$ cat src/rtl/instr_fetch_unit_if.sv
// rtl/instr_fetch_unit_if.sv - instruction-memory request/acknowledge bus
interface instr_fetch_unit_if;
  logic        imem_req;
  logic [15:0] imem_addr;
  logic        imem_ack;
  logic [15:0] imem_rdata;

  modport master (
    output imem_req,
    output imem_addr,
    input  imem_ack,
    input  imem_rdata
  );

  modport slave (
    input  imem_req,
    input  imem_addr,
    output imem_ack,
    output imem_rdata
  );
endinterface

$ cat src/rtl/instr_fetch_unit.sv
// rtl/instr_fetch_unit.sv - single-outstanding instruction fetcher with redirect and IR hand-off
module instr_fetch_unit #(
  parameter logic [15:0] RESET_PC = 16'h0000
) (
  input  logic                      clk,
  input  logic                      rst_n,
  input  logic                      stall,
  input  logic                      branch_valid,
  input  logic [15:0]               branch_target,
  instr_fetch_unit_if.master        imem,
  output logic [15:0]               ir,
  output logic [15:0]               ir_pc,
  output logic                      ir_valid,
  input  logic                      ir_ready
);

  typedef enum logic [1:0] {
    IDLE  = 2'd0,
    REQ   = 2'd1,
    DRAIN = 2'd2
  } state_t;

  state_t      state;
  logic [15:0] pc;
  logic        issue;
  logic        capture;

  // A new fetch may only start once the IR slot is free or being consumed this cycle.
  always_comb begin
    issue   = (state == IDLE) && !stall && !branch_valid && (!ir_valid || ir_ready);
    capture = (state == REQ) && imem.imem_ack && !branch_valid;
  end

  always_ff @(posedge clk) begin
    if (!rst_n) begin
      state          <= IDLE;
      pc             <= RESET_PC;
      imem.imem_req  <= 1'b0;
      imem.imem_addr <= RESET_PC;
      ir             <= 16'h0000;
      ir_pc          <= 16'h0000;
      ir_valid       <= 1'b0;
    end else begin
      case (state)
        IDLE: begin
          if (branch_valid) begin
            pc <= branch_target;
          end else if (issue) begin
            imem.imem_req  <= 1'b1;
            imem.imem_addr <= pc;
            pc             <= pc + 16'd1;
            state          <= REQ;
          end
        end
        REQ: begin
          if (branch_valid) begin
            pc <= branch_target;
          end
          // A redirect without ack keeps the bus request alive; its data is dropped later.
          if (imem.imem_ack) begin
            imem.imem_req <= 1'b0;
            state         <= IDLE;
          end else if (branch_valid) begin
            state <= DRAIN;
          end
        end
        DRAIN: begin
          if (branch_valid) begin
            pc <= branch_target;
          end
          if (imem.imem_ack) begin
            imem.imem_req <= 1'b0;
            state         <= IDLE;
          end
        end
        default: begin
          state         <= IDLE;
          imem.imem_req <= 1'b0;
        end
      endcase

      if (capture) begin
        ir    <= imem.imem_rdata;
        ir_pc <= imem.imem_addr;
      end

      if (branch_valid) begin
        ir_valid <= 1'b0;
      end else if (capture) begin
        ir_valid <= 1'b1;
      end else if (ir_valid && ir_ready) begin
        ir_valid <= 1'b0;
      end
    end
  end

endmodule

$ cat src/flat_wrapper.sv
// flat-port wrapper written by rule: the top's interface ports become plain ports
module instr_fetch_unit_flat 
#(
  parameter logic [15:0] RESET_PC = 16'h0000
)
  (clk, rst_n, stall, branch_valid, branch_target, ir, ir_pc, ir_valid, ir_ready, imem_imem_req, imem_imem_addr, imem_imem_ack, imem_imem_rdata);
  instr_fetch_unit_if imem_i ();
  input  logic clk;
  input  logic rst_n;
  input  logic stall;
  input  logic branch_valid;
  input  logic [15:0] branch_target;
  output logic [15:0] ir;
  output logic [15:0] ir_pc;
  output logic ir_valid;
  input  logic ir_ready;
  output wire logic [$bits(imem_i.imem_req)-1:0] imem_imem_req;
  output wire logic [$bits(imem_i.imem_addr)-1:0] imem_imem_addr;
  input wire logic [$bits(imem_i.imem_ack)-1:0] imem_imem_ack;
  input wire logic [$bits(imem_i.imem_rdata)-1:0] imem_imem_rdata;
  assign imem_imem_req = imem_i.imem_req;
  assign imem_imem_addr = imem_i.imem_addr;
  assign imem_i.imem_ack = imem_imem_ack;
  assign imem_i.imem_rdata = imem_imem_rdata;
  instr_fetch_unit #(.RESET_PC(RESET_PC)) u_core (.clk(clk), .rst_n(rst_n), .stall(stall), .branch_valid(branch_valid), .branch_target(branch_target), .imem(imem_i), .ir(ir), .ir_pc(ir_pc), .ir_valid(ir_valid), .ir_ready(ir_ready));
endmodule
$ cat config.mk
export PLATFORM = sky130hd
export DESIGN_NAME = instr_fetch_unit_flat
export DESIGN_NICKNAME = d
export VERILOG_FILES = /design/src/rtl/instr_fetch_unit_if.sv /design/src/rtl/instr_fetch_unit.sv /design/src/flat_wrapper.sv
export SDC_FILE = /design/constraint.sdc
export NUM_CORES = 1
export LEC_CHECK = 0
export BUFFER_PORTS_ARGS = -buffer_cell sky130_fd_sc_hd__buf_4
export CAP_MARGIN = 20
export CORE_MARGIN = 1
export CORE_UTILIZATION = 51
export DETAILED_ROUTE_END_ITERATION = 10
export GPL_TIMING_DRIVEN = 1
export PLACE_DENSITY_LB_ADDON = 0.1
export REMOVE_ABC_BUFFERS = 1
export SLEW_MARGIN = 15
export SYNTH_ARGS = -nofsm -noshare
export SYNTH_HDL_FRONTEND = slang
export SYNTH_SLANG_ARGS = --single-unit
$ cat constraint.sdc
create_clock -name clk -period 2.6 [get_ports clk]
set_clock_uncertainty 0.2 [all_clocks]
set_input_delay 0.52 -clock clk [delete_from_list [all_inputs] [get_ports clk]]
set_output_delay 0.52 -clock clk [all_outputs]
set_load 0.02 [all_outputs]
==> summary.md <==
| Metric | Value |
|---|---|
| Result of the run | `complete, no violations` |
| Layout cell share with drive strength beyond 1 | `25.9%` |
| Slowest stage delay, CP | `530 ps` |
| Routed wire length | `7070 microns` |
| Number of synthesized flops with an enable pin | `0` |
| GP Congestion | `0.854` |
| Yosys cell types | `46` |
| Final setup fails | `0` |
| Top Ports | `88` |
| Cell accounting for the most synthesized area | `dfxtp_1` |
| GRT overflow | `0` |
| CTS tree | `done` |
| Vias in the first global route | `2521` |
| Worst Path Arrival | `2390 ps` |
| Die W | `77.8 microns` |
| IO Port Bufs | `87` |
| CTS clk-pin slew, worst paths | `70 ps` |
| Setup TNS | `0 ps` |
| Synth Flop Type | `dfxtp_1` |
| Starting Density | `52.9%` |
| CTS H-Tree Depth | `3` |
| Die Y | `77.8 microns` |
| Core Rows | `27` |
| FF+latch count, synth | `68` |
| Largest cells by area after synthesis | `dfxtp_1 (46%), nand2_1 (15%), a21oi_1 (11%)` |
| Die Footprint | `0.00606 sq mm` |
| Area of the multi-input gates | `0.00144 sq mm` |
| Cts repair resizes | `0` |
| Clock group share of total power | `28.3%` |
| # DRC | `0` |
| CP Class | `flip-flop to flip-flop` |
| GRT Total Usage | `24.7%` |
| Sequential share of power | `45.0%` |
| Antenna-violating nets left | `0` |
| Rel. slew slack | `60.7%` |
| Initial DRC Count | `135` |
| Synth top area share | `46.4%` |
| Post-synthesis cell area | `0.00293 sq mm` |
| F_max | `431 MHz` |
| Worst-Skew Late Latency | `340 ps` |
| Unrepaired setup endpoints after global routing | `false` |
| Leakage | `1.55 nW` |
| Critical Path Fanout Max | `15` |
| Crit-path cells | `inv_1 > ha_1 > or2_1 > or4_1 > a31oi_1` |
| VDD IR-drop max | `0.343 mV` |
| Top cells by count, synth | `nand2_1 (118), dfxtp_1 (68), a21oi_1 (63)` |
| Tmin final | `2320 ps` |
| Final HPWL DP | `4930 microns` |
| Crit. End Element | `flip-flop` |
| Tightest Pin Transition | `589 ps` |
| Syn Inst Count | `374` |
| TritonCTS buffer count | `9` |
| Via count | `2814` |
| Via density | `5.29` |
| Sw Share | `34.1%` |
| Crit path launch type | `flip-flop` |
| Hold Vio Cnt, Final | `0` |
| Period utilization | `89.2%` |
| Worst EP required | `2670 ps` |
| Area grow syn2layout | `30.1%` |
| Register area share after synthesis | `46.4%` |
| Ys async rst share | `0%` |
| Nets | `499` |
| TritonRoute pass-1 iters | `4` |
| Max-slew violations | `0` |
| Max Cap Viol | `0` |
| # fillers | `500` |
| Yosys warns | `0` |
| Worst min path class | `input port to flip-flop` |
| Combinational Power Share | `26.6%` |
| Clock Path Buffers | `2` |
| Hold bufs inserted after CTS | `0` |
| First-pass GRT wire length | `11700 microns` |
| Pwr dens | `732 mW/mm^2` |
| Core area | `0.00554 sq mm` |
| CTS Sinks | `68` |
| Top-count cell post-synth | `nand2_1` |
| Worst path slowest cell | `or4_1` |
| Syn_area_per_cell | `7.84 sq um` |
| Initial antenna violation count | `0` |
| NetSw | `0.951 mW` |
| N_diodes | `0` |
| Final Non-Filler Cells | `532` |
| Largest net degree at the start of global routing | `37` |
| CTS Root Cell | `clkbuf_8` |
| Area taken by flip-flops and latches | `0.00136 sq mm` |
| Internal Power | `1.84 mW` |
| Post-CTS Setup Repair Bufs | `0` |
| Placed cells | `516` |
| WL/cell | `13.3 microns` |
power groups by stage:
stage / Combinational (mW) / Clock, mW / Sequential, mW
after CTS: 0.745 / 0.809 / 1.25
after detailed placement: 0.739 / 0 / 1.28
after floorplan: 0.434 / 0 / 1.30
after global placement: 0.718 / 0 / 1.27
final: 0.743 / 0.791 / 1.26
after global routing: 0.822 / 0.859 / 1.27
final timing paths:
kind | slack (ps) | to | from | depth (start not counted)
worst max-delay path | 280 | u_core.pc[15] | u_core.state[0] | 5
worst min-delay path | 230 | u_core.ir[0] | imem_imem_rdata[0] | 3
worst max register to register | 280 | u_core.pc[15] | u_core.state[0] | 5
worst min register to register | 260 | u_core.ir_pc[9] | u_core.ir_pc[9] | 2
registers in the layout, summed over array words and instances (netlist names):
| name | cells |
|---|---|
| u_core.imem.imem_req | 1 |
| u_core.state | 2 |
| u_core.ir | 16 |
| u_core.ir_valid | 1 |
| u_core.ir_pc | 16 |
| u_core.imem.imem_addr | 16 |
| u_core.pc | 16 |
metrics by stage:
step	instance area, sq um	utilization (%)	setup WS [ps]	power, mW	hold WS (ps)
detailed placement	3630	65.6	267	2.02	247
CTS	3810	68.9	287	2.81	210
finish	3810	68.9	280	2.79	226
global placement	3630	65.6	358	1.99	242
global route	3810	68.9	113	2.95	205
floorplan	2830	-	381	1.73	236
per-layer routing:
layer | GRT usage (%) | part of all wire [%]
met1 | 32.2 | 47
met2 | 38.4 | 45
met3 | 6.82 | 6.6
met4 | 10.0 | 1.3
met5 | 0 | 0
area by class of cell:
class	count	share of cell area (%)
Sequential cell	68	35.7
Multi-Input combinational cell	275	37.8
Tap cell	72	2.36
Clock buffer	13	4.17
Clock inverter	3	0.558
Timing Repair Buffer	93	18.6
Inverter	8	0.853
cell usage in the layout, fill, tap and decap left out, types with 2 or more instances in the layout:
cell	n
o31a_1	3
ha_1	6
o221a_2	2
nor2_1	15
a211oi_1	2
a21o_1	2
clkbuf_1	2
a41oi_1	2
buf_4	92
inv_1	5
o21ai_0	4
a21bo_2	2
a21oi_1	63
and2_1	2
dfxtp_1	68
nand2_1	118
clkbuf_8	11
o311ai_1	2
a22oi_1	5
or3_1	2
a31oi_1	2
nand3_1	5
o22ai_1	6
nor2b_1	3
mux2i_1	3
nand2b_1	5
or4_1	2
nand4_1	4
critical path: cells and delay by family (launching register included):
kind	cells	cell delay (ps)
simple gates	2	970
flops	1	400
buf+inv	1	110
fa+ha+maj	1	420
compound gates	1	160
cell families after synthesis:
family,count (synthesis),share of synthesized area [%]
and+or+nand+nor,165,24.8
AOI/OAI and AO/OA,101,20.7
DFF,68,46.4
buffers and inverters,31,4.48
adders and majority gates,6,2.56
muxes,3,1.02
Power figures use the tool's default switching activity.
